[config.mk]
export PLATFORM = sky130hd
export DESIGN_NAME = ysyx_22040729_div_seq_flat
export DESIGN_NICKNAME = d
export VERILOG_FILES = /design/src/rtl/ysyx_22040729_div_seq_if.sv /design/src/rtl/ysyx_22040729_div_seq.sv /design/src/flat_wrapper.sv
export SDC_FILE = /design/constraint.sdc
export NUM_CORES = 1
export LEC_CHECK = 0
export ABC_CLOCK_PERIOD_IN_PS = 6950
export CORE_MARGIN = 5
export CORE_UTILIZATION = 45
export DETAILED_ROUTE_END_ITERATION = 8
export PLACE_DENSITY = 0.68
export SKIP_CTS_REPAIR_TIMING = 1
export SLEW_MARGIN = 40
export SYNTH_ARGS = -nofsm -noshare
export SYNTH_HDL_FRONTEND = slang
export SYNTH_SLANG_ARGS = --single-unit
[constraint.sdc]
create_clock -name clk -period 6.95 [get_ports clk]
set_input_delay 1.0425 -clock clk [delete_from_list [all_inputs] [get_ports clk]]
set_output_delay 1.0425 -clock clk [all_outputs]
set_load 0.01 [all_outputs]
[src/rtl/ysyx_22040729_div_seq_if.sv]
// Issue/result handshake bundle between the EXU and the sequential divider.
// The master side issues operations and consumes results; the divider is the slave.
interface ysyx_22040729_div_seq_if #(
  parameter int XLEN = 64
);
  logic            in_valid;
  logic            in_ready;
  logic [1:0]      in_op;
  logic            in_word;
  logic [XLEN-1:0] in_dividend;
  logic [XLEN-1:0] in_divisor;
  logic            flush;
  logic            out_valid;
  logic            out_ready;
  logic [XLEN-1:0] out_result;
  logic            busy;

  modport master (
    output in_valid, in_op, in_word, in_dividend, in_divisor, flush, out_ready,
    input  in_ready, out_valid, out_result, busy
  );

  modport slave (
    input  in_valid, in_op, in_word, in_dividend, in_divisor, flush, out_ready,
    output in_ready, out_valid, out_result, busy
  );
endinterface

[src/rtl/ysyx_22040729_div_seq.sv]
// Multi-cycle RISC-V M-extension divider (DIV/DIVU/REM/REMU and W forms):
// one restoring shift-subtract step per cycle, ISA corner cases resolved at issue.
module ysyx_22040729_div_seq #(
  parameter int XLEN = 64
) (
  input logic                    clk,
  input logic                    rst_n,
  ysyx_22040729_div_seq_if.slave bus
);
  localparam int H  = XLEN / 2;
  localparam int CW = $clog2(XLEN + 1);

  typedef enum logic [1:0] {IDLE, CALC, FIX, DONE} state_e;

  state_e          state_q, state_d;
  logic [CW-1:0]   cnt_q, cnt_d;
  logic [XLEN-1:0] rem_q, rem_d, quo_q, quo_d, dsr_q, dsr_d, res_q, res_d;
  logic            is_rem_q, is_rem_d, word_q, word_d;
  logic            q_neg_q, q_neg_d, r_neg_q, r_neg_d;

  logic            in_ready, accept, is_signed, a_sign, b_sign;
  logic            div_zero, overflow, corner, ge;
  logic [XLEN-1:0] a_ext, b_ext, a_mag, b_mag, min_val, corner_raw, corner_res;
  logic [XLEN:0]   sh_rem;
  logic [XLEN-1:0] diff, q_fix, r_fix, sel;

  function automatic logic [XLEN-1:0] word_ext(input logic [XLEN-1:0] v, input logic w);
    return w ? {{H{v[H-1]}}, v[H-1:0]} : v;
  endfunction

  // Operand preparation and corner-case detection, evaluated against the live issue inputs.
  always_comb begin
    is_signed = ~bus.in_op[0];
    a_ext = bus.in_word ? (is_signed ? {{H{bus.in_dividend[H-1]}}, bus.in_dividend[H-1:0]}
                                     : {{H{1'b0}}, bus.in_dividend[H-1:0]})
                        : bus.in_dividend;
    b_ext = bus.in_word ? (is_signed ? {{H{bus.in_divisor[H-1]}}, bus.in_divisor[H-1:0]}
                                     : {{H{1'b0}}, bus.in_divisor[H-1:0]})
                        : bus.in_divisor;
    a_sign  = is_signed & a_ext[XLEN-1];
    b_sign  = is_signed & b_ext[XLEN-1];
    a_mag   = a_sign ? -a_ext : a_ext;
    b_mag   = b_sign ? -b_ext : b_ext;
    min_val = bus.in_word ? {{(H+1){1'b1}}, {(H-1){1'b0}}} : {1'b1, {(XLEN-1){1'b0}}};
    div_zero = (b_ext == '0);
    overflow = is_signed & (a_ext == min_val) & (&b_ext);
    corner   = div_zero | overflow;
    if (div_zero) corner_raw = bus.in_op[1] ? a_ext : '1;
    else          corner_raw = bus.in_op[1] ? '0 : a_ext;
    corner_res = word_ext(corner_raw, bus.in_word);
  end

  // One restoring step plus the final sign fix-up, both from registered state.
  always_comb begin
    sh_rem = {rem_q, quo_q[XLEN-1]};
    ge     = (sh_rem >= {1'b0, dsr_q});
    // The remainder after a successful subtract is below the divisor, so the low XLEN bits suffice.
    diff   = sh_rem[XLEN-1:0] - dsr_q;
    q_fix  = q_neg_q ? -quo_q : quo_q;
    r_fix  = r_neg_q ? -rem_q : rem_q;
    sel    = is_rem_q ? r_fix : q_fix;
  end

  // Output process: handshake and status flags decoded from the state register.
  always_comb begin
    in_ready       = (state_q == IDLE) && !bus.flush;
    bus.in_ready   = in_ready;
    bus.out_valid  = (state_q == DONE);
    bus.busy       = (state_q != IDLE);
    bus.out_result = res_q;
  end

  assign accept = bus.in_valid & in_ready;

  // Next-state process.
  always_comb begin
    // NOTE: every combinational output gets a default first so no path leaves it unassigned (no latch).
    state_d = state_q;
    unique case (state_q)
      IDLE: if (accept) state_d = corner ? DONE : CALC;
      CALC: if (cnt_q == CW'(1)) state_d = FIX;
      FIX:  state_d = DONE;
      DONE: if (bus.out_ready) state_d = IDLE;
      default: state_d = IDLE;
    endcase
    if (bus.flush) state_d = IDLE;
  end

  // Datapath next values.
  always_comb begin
    cnt_d    = cnt_q;
    rem_d    = rem_q;
    quo_d    = quo_q;
    dsr_d    = dsr_q;
    res_d    = res_q;
    is_rem_d = is_rem_q;
    word_d   = word_q;
    q_neg_d  = q_neg_q;
    r_neg_d  = r_neg_q;
    unique case (state_q)
      IDLE: if (accept) begin
        rem_d    = '0;
        // W operands are pre-shifted so that N iterations consume exactly their H bits.
        quo_d    = bus.in_word ? (a_mag << H) : a_mag;
        dsr_d    = b_mag;
        is_rem_d = bus.in_op[1];
        word_d   = bus.in_word;
        q_neg_d  = a_sign ^ b_sign;
        r_neg_d  = a_sign;
        cnt_d    = bus.in_word ? CW'(H) : CW'(XLEN);
        if (corner) res_d = corner_res;
      end
      CALC: begin
        rem_d = ge ? diff : sh_rem[XLEN-1:0];
        quo_d = {quo_q[XLEN-2:0], ge};
        cnt_d = cnt_q - CW'(1);
      end
      FIX:     res_d = word_ext(sel, word_q);
      default: ;
    endcase
  end

  // State register process.
  always_ff @(posedge clk or negedge rst_n) begin
    if (!rst_n) begin
      state_q  <= IDLE;
      cnt_q    <= '0;
      rem_q    <= '0;
      quo_q    <= '0;
      dsr_q    <= '0;
      res_q    <= '0;
      is_rem_q <= 1'b0;
      word_q   <= 1'b0;
      q_neg_q  <= 1'b0;
      r_neg_q  <= 1'b0;
    end else begin
      // NOTE: non-blocking assignments so every flop samples pre-edge values regardless of order.
      state_q  <= state_d;
      cnt_q    <= cnt_d;
      rem_q    <= rem_d;
      quo_q    <= quo_d;
      dsr_q    <= dsr_d;
      res_q    <= res_d;
      is_rem_q <= is_rem_d;
      word_q   <= word_d;
      q_neg_q  <= q_neg_d;
      r_neg_q  <= r_neg_d;
    end
  end
endmodule

[src/flat_wrapper.sv]
// flat-port wrapper written by rule: the top's interface ports become plain ports
module ysyx_22040729_div_seq_flat 
#(
  parameter int XLEN = 64
)
  (clk, rst_n, bus_in_valid, bus_in_op, bus_in_word, bus_in_dividend, bus_in_divisor, bus_flush, bus_out_ready, bus_in_ready, bus_out_valid, bus_out_result, bus_busy);
  ysyx_22040729_div_seq_if #(.XLEN(XLEN)) bus_i ();
  input logic clk;
  input logic rst_n;
  input wire logic [$bits(bus_i.in_valid)-1:0] bus_in_valid;
  input wire logic [$bits(bus_i.in_op)-1:0] bus_in_op;
  input wire logic [$bits(bus_i.in_word)-1:0] bus_in_word;
  input wire logic [$bits(bus_i.in_dividend)-1:0] bus_in_dividend;
  input wire logic [$bits(bus_i.in_divisor)-1:0] bus_in_divisor;
  input wire logic [$bits(bus_i.flush)-1:0] bus_flush;
  input wire logic [$bits(bus_i.out_ready)-1:0] bus_out_ready;
  output wire logic [$bits(bus_i.in_ready)-1:0] bus_in_ready;
  output wire logic [$bits(bus_i.out_valid)-1:0] bus_out_valid;
  output wire logic [$bits(bus_i.out_result)-1:0] bus_out_result;
  output wire logic [$bits(bus_i.busy)-1:0] bus_busy;
  assign bus_i.in_valid = bus_in_valid;
  assign bus_i.in_op = bus_in_op;
  assign bus_i.in_word = bus_in_word;
  assign bus_i.in_dividend = bus_in_dividend;
  assign bus_i.in_divisor = bus_in_divisor;
  assign bus_i.flush = bus_flush;
  assign bus_i.out_ready = bus_out_ready;
  assign bus_in_ready = bus_i.in_ready;
  assign bus_out_valid = bus_i.out_valid;
  assign bus_out_result = bus_i.out_result;
  assign bus_busy = bus_i.busy;
  ysyx_22040729_div_seq #(.XLEN(XLEN)) u_core (.clk(clk), .rst_n(rst_n), .bus(bus_i));
endmodule
==> results of run 1 <==
-- cell families after synthesis --
kind of cell | synth area share
flip-flops | 0.282
multiplexers | 0.00724
AND/OR/NAND/NOR | 0.205
AO/OA/AOI/OAI | 0.284
adder cells (fa/ha/maj) | 0.0532
XOR/XNOR | 0.104
buffers and inverters | 0.0635
-- cell usage after synthesis, types with 31 or more instances --
library cell	number	share of area
nor3_1	61	0.013
inv_1	170	0.027
ha_1	75	0.039
dfrtp_1	269	0.28
maj3_1	31	0.013
xor2_1	124	0.046
clkbuf_1	203	0.032
nor2_1	316	0.050
o211ai_1	37	0.012
o31ai_1	70	0.022
o21ai_0	287	0.060
a211oi_1	45	0.014
nand4_1	60	0.016
nor4_1	54	0.014
nand3_1	50	0.010
xnor2_1	160	0.059
a21oi_1	344	0.072
nand2_1	334	0.053
or3_1	34	0.0089
-- metal layers --
metal,routed length (µm),share of wire,GRT usage
met5,0,0,0
met4,3250,0.033,0.0906
met3,8930,0.091,0.0725
met2,44100,0.45,0.516
met1,41800,0.43,0.460
-- report_power, final --
group	internal (mW)	switching [mW]
registers	2.26	1.10
clock network	1.29	0.785
logic	3.36	5.70
-- worst max-delay path: cells and delay by family, from the launching register on --
family	cells	cell delay [ns]
mux	1	0.26
simple gates	1	0.16
compound gates	7	2.65
fa+ha+maj	1	0.38
flops	1	0.51
buf+inv	2	1.03
-- layout make-up --
class	instances	area (µm²)	share of cell area
clock buffer	52	1100	0.0399
clock inverter	13	211	0.00764
inverter	172	646	0.0233
multi-input combinational	2552	15700	0.569
sequential	269	6740	0.244
tap	688	861	0.0311
timing repair buffer	242	2360	0.0855
-- through the flow --
step	util	hold slack, ns	worst slack, ns	power (mW)
floorplan	-	0.443	3.07	9.16
global placement	0.500	0.467	1.73	12.1
detailed placement	0.500	0.471	1.57	12.2
CTS	0.525	0.484	1.90	14.3
global route	0.526	0.430	1.49	15.5
finish	0.526	0.401	1.82	14.5
-- worst max-delay path by stage --
stage,slack (ns),start,to,cells after the start
after detailed placement,1.57,bus_in_divisor[16],u_core.bus.out_result[33]$_DFFE_PN0P_,11
after global routing,1.49,u_core.rem_q[0]$_DFFE_PN0P_,u_core.rem_q[15]$_DFFE_PN0P_,13
after floorplan,3.07,bus_in_divisor[6],u_core.dsr_q[61]$_DFFE_PN0P_,10
after global placement,1.73,bus_in_divisor[14],u_core.bus.out_result[33]$_DFFE_PN0P_,11
after CTS,1.90,u_core.rem_q[0]$_DFFE_PN0P_,u_core.rem_q[15]$_DFFE_PN0P_,13
final,1.82,u_core.rem_q[0]$_DFFE_PN0P_,u_core.rem_q[26]$_DFFE_PN0P_,12
-- sequential cells by signal, summed over array words and instances (netlist names) --
| register | cells |
|---|---|
| u_core.bus.out_result | 64 |
| u_core.cnt_q | 7 |
| u_core.dsr_q | 64 |
| u_core.is_rem_q | 1 |
| u_core.q_neg_q | 1 |
| u_core.quo_q | 64 |
| u_core.r_neg_q | 1 |
| u_core.rem_q | 64 |
| u_core.state_q | 2 |
| u_core.word_q | 1 |
-- placed cells by master (no fill, tap or decap), types with 13 or more instances in the layout --
cell type        instances
nand2_1                333
or4_1                   30
or3_1                   34
clkdlybuf4s50_1        199
xnor2_1                160
mux2i_1                 15
clkbuf_16               38
o221ai_1                26
nor2b_1                 13
inv_1                  170
o22ai_1                 26
o21a_1                  29
a22oi_1                 18
maj3_1                  31
o41ai_1                 20
ha_1                    74
nand4_1                 60
a21oi_1                340
xor2_1                 124
o21bai_1                20
o21ai_1                 24
a221oi_1                22
o21ai_0                286
nor2_1                 315
nand2b_1                14
a211oi_1                45
o31ai_1                 70
nor3_1                  60
buf_4                   36
nand3_1                 50
a21o_1                  29
a31oi_1                 30
o211ai_1                37
nor4_1                  49
and3_1                  27
dfrtp_1                267
==> impl_results.md, run 1 <==
* Sequential-to-total area share from yosys stat at 0.282
* Area of placed instances at 26300 µm²
* Final Max Tran Viols at 0
* Reg2reg end: u_core.rem_q[26]$_DFFE_PN0P_
* Final setup viols at 0
* Fillers at approximately 5100
* First-pass GRT wire length at ~150 mm
* Num CTS Buffers at 36
* DP Cell Count at 3922
* Die Area at roughly 58000 µm²
* Post-Syn Area at 23900 µm²
* Crit path DAT at 5.55 ns
* RSZ-0062 raised after global routing: no
* Die H at between 200 and 250 µm
* Syn Inst Count at 3222
* WL/cell at about 25 µm
* Post-Route WL at between 90 and 100 mm
* Period minus WS final at 5.13 ns
* #FFs+latches synth at 269
* Worst EP required at 7.36 ns
* Crit-path max cell delay at 0.78 ns
* Max Buffers Root-to-Sink at 3
* GRT overflow at 0
* FP Rows at 84
* Number of global-route vias before repair at between 20000 and 25000
* Average instance area after synthesis at 7.40 µm²
* PortBufs at 202
* CP endpoint kind: flop
* Clock root buffer master: clkbuf_16
* Type of the worst setup path: flop to flop
* Largest net degree at the start of global routing at 115
* CTS sink count at ~270
* Post-Syn Nets at between 3000 and 4000
* Final nets at between 3000 and 4000
* Final instance area at 27700 µm²
* Yosys cell types at 79
* Placer Congestion at 0.953
* Worst-path fanout max at 54
* Layout cells sized above 1 at 0.0491
* Pwr/cell area at 524 nW/µm²
* Clk Latency, worst-skew pair at 0.57 ns
* Worst slew pin tran at 0.931 ns
* GRT Total Usage at 0.329
* Fmax at around 190 MHz
* R2r setup slk at 1.82 ns
* Post-synth EDFFs at 0
* P_leak at between 10 and 15 nW
* Routed Antenna Nets at 0
* Slowest stage cell, crit path: a2111oi_0
* TNS Setup at 0 ns
* Reg-to-Reg Start: u_core.rem_q[0]$_DFFE_PN0P_
* Ports at about 200
* Max VDD drop at 0.000419 V
* Final hold vios at 0
* Detailed Place HPWL at between 70 and 80 mm
* R2R depth at 12
* Crit-path cells: ha_1, nor2b_1, o31a_1, o31ai_1, a21oi_1, a2111oi_0, o21ai_0, a21oi_4, buf_4, buf_4, mux2i_1, o21ai_0
* Core area at 52600 µm²
* Vias per cell at between 6 and 7
* Initial Util at 0.454
* Max_slew headroom at 0.363
* Async set-reset flop share out of synthesis at 1.00
* Status: complete, no violations
* CTS tree: built
* Top_reg_cell synth: dfrtp_1
* DR vias at 25517
* Inserted Diodes at 0
* Max cap viols at 0
* CP Launch Type: flop
* DRT iter0 DRCs at between 3000 and 4000
* Worst-path clk slew at 0.06 ns
* Layout area overhead at 15.9%
* Finished Layout Cells at 3988
* Initial antenna violation count at 0
* Fin crit share at 0.739
* DRC at 0
* Layout Skew at 0.0253 ns
* H-tree levels at 2
* Die width at 240 µm
* YS warnings at 0
* Drt first pass iters at 6
* Hold Path Class: input pin to asynchronous set/reset pin
Power figures use the tool's default switching activity.
==> inputs of run 2 (changes only) <==
ABC_CLOCK_PERIOD_IN_PS = 4200   (was 6950)
PLACE_DENSITY = 0.7   (was 0.68)
clock period = 4.2 ns   (was 6.95 ns; I/O delays follow)
==> impl_results.md, run 2 (synthesized netlist as in run 1, its figures left out) <==
* P_leak at between 10 and 15 nW
* Hold Crit Depth at 2
* Max VDD drop at roughly 0.00058 V
* DRT iter0 DRCs at 3044
* Setup ws final at roughly 0.20 ns
* First-pass GRT wire length at 141 mm
* Fmax at 250 MHz
* Register Area at 6730 µm²
* Detailed Place HPWL at 70.6 mm
* H-tree levels at 2
* DRC at 0
* CP endpoint kind: flop
* Initial antenna violation count at 0
* GRT Total Usage at 0.308
* Inserted Diodes at 0
* Initial Util at 0.454
* Final nets at 3644
* PortBufs at 202
* CTS sink count at 269
* WL/cell at roughly 22 µm
* Critical Path End: u_core.bus.out_result[54]$_DFFE_PN0P_
* Multi-input gate area at 15700 µm²
* Number of global-route vias before repair at 23898
* Final instance area at 28900 µm²
* Final hold vios at 0
* CP startpoint: u_core.quo_q[14]$_DFFE_PN0P_
* R2r setup slk at 0.20 ns
* Max Buffers Root-to-Sink at 3
* Period minus WS final at 4.00 ns
* Die width at 240 µm
* Layout area overhead at 21.2%
* RSZ-0062 raised after global routing: no
* Reg-to-Reg Start: u_core.quo_q[14]$_DFFE_PN0P_
* CP Launch Type: flop
* Clock root buffer master: clkbuf_16
* Worst EP required at 4.68 ns
* Clk Latency, worst-skew pair at between 0.5 and 0.6 ns
* Die H at 240 µm
* Pwr/cell area at between 800 and 900 nW/µm²
* Die Area at 57700 µm²
* Reg2reg end: u_core.bus.out_result[54]$_DFFE_PN0P_
* Drt first pass iters at 6
* GRT overflow at 0
* Core area at 52600 µm²
* Vias per cell at slightly above 6
* Crit path DAT at between 4 and 5 ns
* Post-Route WL at about 92 mm
* Largest net degree at the start of global routing at between 100 and 150
* CTS tree: built
* Finished Layout Cells at 4144
* Fillers at 5102
* Hold Path Class: flop to flop
* Worst slew pin tran at 0.738 ns
* Routed Antenna Nets at 0
* Layout Skew at 0.0249 ns
* Post-place setup slack at 0.00725 ns
* Layout cells sized above 1 at 0.0900
* TNS Setup at 0 ns
* Placer Congestion at 1.05
* FP Rows at 84
* Fin crit share at 0.952
* Type of the worst setup path: flop to flop
* Ports at 203
* Final setup viols at 0
* DR vias at 25817
* Num CTS Buffers at 35
* Worst-path fanout max at 6
* Area of placed instances at 27600 µm²
* Worst-path clk slew at 0.06 ns
* Max_slew headroom at 0.506
* R2R depth at 10
* Most common cell after layout, fill and taps aside: a21oi_1
* Final Max Tran Viols at 0
* Max cap viols at 0
* DP Cell Count at ~4100
* Status: complete, no violations
* Most frequent cells in the layout: a21oi_1 (341), nand2_1 (333), nor2_1 (316)
## run 2: final cells by class
cell class / count / area share
Clock buffer: 47 / 0.0350
Clock inverter: 14 / 0.00762
Inverter: 172 / 0.0223
Multi-Input combinational cell: 2552 / 0.543
Sequential cell: 269 / 0.233
Tap cell: 688 / 0.0298
Timing Repair Buffer: 402 / 0.129
## run 2: through the flow
| stage | utilization | hold WS, ns | power (mW) |
|---|---|---|---|
| 6_report | 0.550 | 0.479 | 24.4 |
| 5_1_grt | 0.550 | 0.498 | 26.1 |
| 4_1_cts | 0.550 | -0.0338 | 24.0 |
| 3_5_place_dp | 0.526 | 0.470 | 20.6 |
| 3_3_place_gp | 0.526 | 0.462 | 20.5 |
| 2_1_floorplan | - | 0.334 | 15.2 |
## run 2: how the worst min path moves through the flow
stage,slack (ns),to,start
2_1_floorplan,0.33,u_core.bus.out_result[0]$_DFFE_PN0P_,rst_n
3_3_place_gp,0.46,u_core.dsr_q[47]$_DFFE_PN0P_,u_core.dsr_q[47]$_DFFE_PN0P_
3_5_place_dp,0.47,u_core.dsr_q[10]$_DFFE_PN0P_,u_core.dsr_q[10]$_DFFE_PN0P_
4_1_cts,-0.03,u_core.quo_q[29]$_DFFE_PN0P_,rst_n
5_1_grt,0.50,u_core.dsr_q[3]$_DFFE_PN0P_,u_core.dsr_q[3]$_DFFE_PN0P_
6_report,0.48,u_core.dsr_q[52]$_DFFE_PN0P_,u_core.dsr_q[52]$_DFFE_PN0P_
## run 2: metal layers
layer / up-vias / share of wire / global-route usage
li1: 12053 / - / -
met1: 12131 / 0.42 / 0.430
met2: 1377 / 0.44 / 0.478
met3: 256 / 0.093 / 0.0613
met4: 0 / 0.045 / 0.114
met5: - / 0 / 0
## run 2: power by group
group          total (mW)  internal [mW]  switching [mW]
sequential           5.30           3.75            1.55
combinational        15.8           6.33            9.51
clock                3.26           2.00            1.26
## run 2: critical path: stages, from the launching register on
cell	delay [ns]
dfrtp_1	0.44
or3_4	0.44
or4b_1	0.57
or4_4	0.63
or4_4	0.47
or2_1	0.29
o31a_1	0.27
xnor2_1	0.13
o221a_1	0.24
o21ai_1	0.27
o21a_1	0.17
